<file path="src/rtl/poly_load_pkg.sv">
// Shared types and helpers for the polynomial-load sequencer.
package poly_load_pkg;

    localparam int unsigned READ_LAT_MIN = 1;
    localparam int unsigned READ_LAT_MAX = 4;

    typedef enum logic [1:0] {
        ST_IDLE  = 2'd0,
        ST_LOAD  = 2'd1,
        ST_DRAIN = 2'd2,
        ST_DONE  = 2'd3
    } state_e;

    function automatic int unsigned idx_w(input int unsigned n);
        return (n < 2) ? 1 : $clog2(n);
    endfunction

endpackage

</file>
<file path="src/rtl/poly_load_valid_pipe.sv">
// Fixed-depth {last, valid} delay line matching the BRAM read latency.
module poly_load_valid_pipe #(
    parameter int unsigned DEPTH = 1
) (
    input  logic       clk,
    input  logic       rst_n,
    input  logic [1:0] in_i,
    output logic [1:0] out_o
);

    logic [1:0] pipe_q [DEPTH];

    always_ff @(posedge clk or negedge rst_n) begin
        if (!rst_n) begin
            for (int i = 0; i < DEPTH; i++) begin
                pipe_q[i] <= '0;
            end
        end else begin
            pipe_q[0] <= in_i;
            for (int i = 1; i < DEPTH; i++) begin
                pipe_q[i] <= pipe_q[i-1];
            end
        end
    end

    assign out_o = pipe_q[DEPTH-1];

endmodule

</file>
<file path="src/rtl/poly_load_ctrl_multi.sv">
// Streams NUM_POLY consecutive polynomials out of a coefficient BRAM
// with read strobes, indices and a latency-aligned data-valid.
module poly_load_ctrl_multi
    import poly_load_pkg::*;
#(
    parameter int unsigned ADDR_W         = 8,
    parameter int unsigned WORDS_PER_POLY = 16,
    parameter int unsigned NUM_POLY       = 4,
    parameter int unsigned BASE_ADDR      = 0,
    parameter int unsigned READ_LAT       = 1
) (
    input  logic                                clk,
    input  logic                                rst_n,
    input  logic                                start,
    input  logic                                stall,
    output logic [ADDR_W-1:0]                   s_address,
    output logic                                rd_en,
    output logic [idx_w(NUM_POLY)-1:0]          poly_idx,
    output logic [idx_w(WORDS_PER_POLY)-1:0]    word_idx,
    output logic                                data_valid,
    output logic                                last_word,
    output logic                                busy,
    output logic                                poly_load_done
);

    localparam int unsigned PW = idx_w(NUM_POLY);
    localparam int unsigned WW = idx_w(WORDS_PER_POLY);
    localparam longint SPAN =
        longint'(BASE_ADDR) + longint'(NUM_POLY) * longint'(WORDS_PER_POLY);

    if (WORDS_PER_POLY < 2) begin : g_bad_words
        $error("WORDS_PER_POLY must be at least 2");
    end
    if (NUM_POLY < 1) begin : g_bad_polys
        $error("NUM_POLY must be at least 1");
    end
    if (READ_LAT < READ_LAT_MIN || READ_LAT > READ_LAT_MAX) begin : g_bad_lat
        $error("READ_LAT out of range");
    end
    if (SPAN > (longint'(1) << ADDR_W)) begin : g_bad_span
        $error("burst does not fit in the BRAM address space");
    end

    state_e          state_q, state_d;
    logic [WW-1:0]   word_q, word_d;
    logic [PW-1:0]   poly_q, poly_d;
    logic [ADDR_W-1:0] addr_q, addr_d;
    logic [2:0]      drain_q, drain_d;
    logic            word_last, poly_last;
    logic [1:0]      pipe_out;

    assign word_last = (word_q == WW'(WORDS_PER_POLY - 1));
    assign poly_last = (poly_q == PW'(NUM_POLY - 1));

    always_comb begin
        state_d = state_q;
        word_d  = word_q;
        poly_d  = poly_q;
        addr_d  = addr_q;
        drain_d = drain_q;
        rd_en   = (state_q == ST_LOAD) && !stall;
        unique case (state_q)
            ST_IDLE, ST_DONE: begin
                if (start) begin
                    state_d = ST_LOAD;
                    word_d  = '0;
                    poly_d  = '0;
                    addr_d  = ADDR_W'(BASE_ADDR);
                end
            end
            ST_LOAD: begin
                if (rd_en) begin
                    // Indices freeze on the final word so they stay readable.
                    if (word_last && poly_last) begin
                        state_d = ST_DRAIN;
                        drain_d = 3'(READ_LAT - 1);
                    end else begin
                        addr_d = addr_q + ADDR_W'(1);
                        if (word_last) begin
                            word_d = '0;
                            poly_d = poly_q + PW'(1);
                        end else begin
                            word_d = word_q + WW'(1);
                        end
                    end
                end
            end
            ST_DRAIN: begin
                if (drain_q == '0) begin
                    state_d = ST_DONE;
                end else begin
                    drain_d = drain_q - 3'(1);
                end
            end
            default: ;
        endcase
    end

    always_ff @(posedge clk or negedge rst_n) begin
        if (!rst_n) begin
            state_q <= ST_IDLE;
            word_q  <= '0;
            poly_q  <= '0;
            addr_q  <= ADDR_W'(BASE_ADDR);
            drain_q <= '0;
        end else begin
            state_q <= state_d;
            word_q  <= word_d;
            poly_q  <= poly_d;
            addr_q  <= addr_d;
            drain_q <= drain_d;
        end
    end

    poly_load_valid_pipe #(
        .DEPTH (READ_LAT)
    ) u_valid_pipe (
        .clk   (clk),
        .rst_n (rst_n),
        .in_i  ({rd_en && word_last, rd_en}),
        .out_o (pipe_out)
    );

    assign s_address      = addr_q;
    assign poly_idx       = poly_q;
    assign word_idx       = word_q;
    assign data_valid     = pipe_out[0];
    assign last_word      = pipe_out[1];
    assign busy           = (state_q == ST_LOAD) || (state_q == ST_DRAIN);
    assign poly_load_done = (state_q == ST_DONE);

endmodule

</file>
<file path="config.mk">
export PLATFORM = sky130hd
export DESIGN_NAME = poly_load_ctrl_multi
export DESIGN_NICKNAME = d
export VERILOG_FILES = /design/src/rtl/poly_load_pkg.sv /design/src/rtl/poly_load_valid_pipe.sv /design/src/rtl/poly_load_ctrl_multi.sv
export SDC_FILE = /design/constraint.sdc
export NUM_CORES = 1
export LEC_CHECK = 0
export CELL_PAD_IN_SITES_DETAIL_PLACEMENT = 1
export CELL_PAD_IN_SITES_GLOBAL_PLACEMENT = 2
export CORE_UTILIZATION = 32
export DETAILED_ROUTE_END_ITERATION = 10
export PLACE_DENSITY = 0.87
export SLEW_MARGIN = 40
export SYNTH_ARGS = -nofsm -noshare
export SYNTH_HDL_FRONTEND = slang
export SYNTH_SLANG_ARGS = --single-unit
</file>
<file path="constraint.sdc">
create_clock -name clk -period 2.36 [get_ports clk]
set_clock_uncertainty 0.15 [all_clocks]
set_input_delay 0.236 -clock clk [delete_from_list [all_inputs] [get_ports clk]]
set_output_delay 0.236 -clock clk [all_outputs]
set_load 0.005 [all_outputs]
</file>
==> results.yml <==
cts:
  cts_hold_buf: 0
  clkTransAtPathRegs_ns: 0.08
  cts_buffers: 3
  clock-sinks: 21
  cts_max_level: 1
  clockBufferDepth: 2
  clock_latency_ns: 0.26
  ctsRootBufferMaster: "clkbuf_8"
  tritoncts: "yes"
cells_and_area:
  drive_above_1_share: 0.1022
  area_growth_syn_to_layout_pct: 27.50
  nets: 151
  final_cell_area_um2: 1531
  regArea_um2: 525.5
  diodes: 0
  postLayoutCoreUtil: 0.4416
  multi_input_area_um2: 615.6
  num-fill-cells: 404
sta:
  fmax_mhz: 448.5
  setup_tns_ns: 0
  setup_violations: 0
  min_period_ns: 2.230
  timing_hold_violations_final: 0
  slew_headroom: 0.7193
  hold_ws_ns: 0.1735
  tightest_slew_ns: 0.4192
  rsz0062_at_grt: "false"
  drv_slew: 0
  post-route-period-util: 0.9449
placed_design:
  placedInstanceArea_um2: 1484
  dp_hpwl_um: 1969
  io_buffers: 22
  gp_congestion: 0.7630
yosys:
  yosysSeqAreaShare: 0.4375
  ys_top_cells_by_area: "dfrtp_1, ha_1, mux2i_1"
  syn_area_um2: 1201
  ys_warn_count: 0
  synth_cells: 111
  synth_nets: 124
  syn_area_per_cell_um2: 10.82
  yosys.area.top_type_share: 0.4375
  ys_types: 35
  synth_top_area_cell: "dfrtp_1"
  ys_ff_latch: 21
global_route:
  grt_pass1_vias: 1014
  grt_usage: 0.1516
  grt_max_degree: 22
  grt_first_pass_wirelength_um: 4802
  overflow: 0
  grt_antenna_before_repair: 0
setup_path:
  cp-endpoint: "rd_en"
  critPathMaxFanout: 9
  slowest_delay_ns: 0.49
  critPathSlowestCell: "clkdlybuf4s50_1"
  path_depth: 5
  criticalPathCategory: "reg2out"
  reg2reg_setup_slack_ns: 0.17
  path_cells: "inv_1, ha_2, nand2b_1, inv_1, clkdlybuf4s50_1"
  r2r-end: "state_q[1]"
  reg2reg_from: "state_q[0]"
  required_ns: 1.97
  cp_top_family: "buffers and inverters"
  crit_path_frequent_cell: "inv_1"
  crit_arrival_ns: 1.84
  crit_path_start_kind: "register"
  cp-end-kind: "primary output"
  rr_worst_depth: 7
  crit_start: "state_q[1]"
  crit_buf_inv: 3
detailed_routing:
  post_drt_wl_per_cell_um: 14.60
  via_per_inst: 5.098
  vias: 933
  dr.pass1.iters: 4
  drtIter0Drc: 19
  drtAntennaViolNets: 0
  wl_um: 2672
  post-route-drc-count: 0
floorplan:
  die_area_um2: 4002
  ioPinCount: 23
  core_um2: 3468
  die_h_um: 63.27
  core.rowCount: 21
  start_util: 0.3463
  die_w_um: 63.27
power_and_ir_drop:
  switching_share: 0.3999
  p_seq_frac: 0.315
  peakVddDrop_mv: 0.3722
  powerDensity_nw_per_um2: 1193
  p_clk_frac: 0.131
  p_leak_nw: 0.6875
  p_sw_mw: 0.7307
  internal_power_mw: 1.097
  combPwrFrac: 0.554
min_path:
  hold_path.class: "in2async"
outcome:
  status: "finished, final reports clean"
flow_run:
  maxCapViolations: 0
## cells in the final DEF, fill, tap and decap left out, types with 2 or more instances in the layout
cell	count
a22o_1	4
and3_1	2
buf_4	4
clkbuf_8	3
clkdlybuf4s50_1	22
dfrtp_1	21
ha_1	8
inv_1	10
mux2i_1	6
nand2_1	5
nand2b_1	6
nand3_1	6
nand3b_1	6
nor2_1	3
o211ai_1	3
o21ai_0	6
o221ai_1	2
## routing by layer
metal,GRT usage,routed length (um)
met2,0.2473,1292
met5,0,0
met3,0.02355,60
met1,0.1998,1273
met4,0.05966,46
## state kept, by name, indices dropped and copies added, names as in the netlist
register,cells
drain_q,3
poly_idx,2
s_address,8
state_q,2
u_valid_pipe.out_o,2
word_idx,4
## timing repair
action / 4_1_cts / 5_1_grt
endpoints found under the setup margin: 1 / 0
endpoints found under the hold margin: 0 / 0
resized for setup: 1 / 0
buffers inserted: 0 / 0
## cells in the mapped netlist
library cell and instances:
dfrtp_1 21, inv_1 10, ha_1 9, mux2i_1 6
nand2b_1 6, nand3_1 6, nand3b_1 6, o21ai_0 6
nand2_1 5, a22o_1 4, nor2_1 3, o211ai_1 3
and3_1 2, buf_2 2, o221ai_1 2, a211o_1 1
a211oi_1 1, a21o_1 1, a221oi_2 1, a32o_1 1
and2_1 1, buf_6 1, clkbuf_1 1, mux2_4 1
mux2i_4 1, nand4_1 1, nand4_2 1, nor2b_1 1
nor3b_1 1, nor4_1 1, o22ai_1 1, o311ai_1 1
o41ai_2 1, or2_4 1, xnor2_1 1
## layout make-up
class	count	share of cell area
clock buffers	4	0.02941
repair buffers	26	0.1634
multi-input cells	76	0.4020
well taps	46	0.03758
flip-flops and latches	21	0.3431
inverters	10	0.02451
## power groups by stage
stage	clock network (mW)	registers, mW	logic (mW)
2_1_floorplan	0	0.563	0.679
3_3_place_gp	0	0.576	0.987
3_5_place_dp	0	0.584	1.02
4_1_cts	0.254	0.577	1.03
5_1_grt	0.266	0.595	1.12
6_report	0.239	0.575	1.01
## per-stage QoR
stage | worst slack, ns | instances | power [mW]
floorplan | 0.3821 | 111 | 1.242
global route | 0.03648 | 183 | 1.982
finish | 0.1301 | 183 | 1.827
global placement | 0.2858 | 179 | 1.564
CTS | 0.1105 | 183 | 1.865
detailed placement | 0.1941 | 179 | 1.605
## worst min-delay path by stage
stage                start          end
2_1_floorplan        rst_n   drain_q[0]
3_3_place_gp   poly_idx[0]  poly_idx[0]
3_5_place_dp   poly_idx[0]  poly_idx[0]
4_1_cts              rst_n   drain_q[2]
5_1_grt              rst_n   drain_q[2]
6_report             rst_n   drain_q[2]
## cell families (layout without fill, tap and decap cells)
kind of cell               Yosys count  in the layout  share of synthesized area
buffers and inverters               14             40                    0.05208
muxes                                8              8                    0.08125
DFF                                 21             21                     0.4375
and+or+nand+nor                     35             35                     0.1740
xor gates and xnor gates             1              1                   0.007293
AOI/OAI and AO/OA                   23             23                     0.1542
adders and majority gates            9              9                    0.09375
Note: power is estimated with default switching activity, not from simulation.
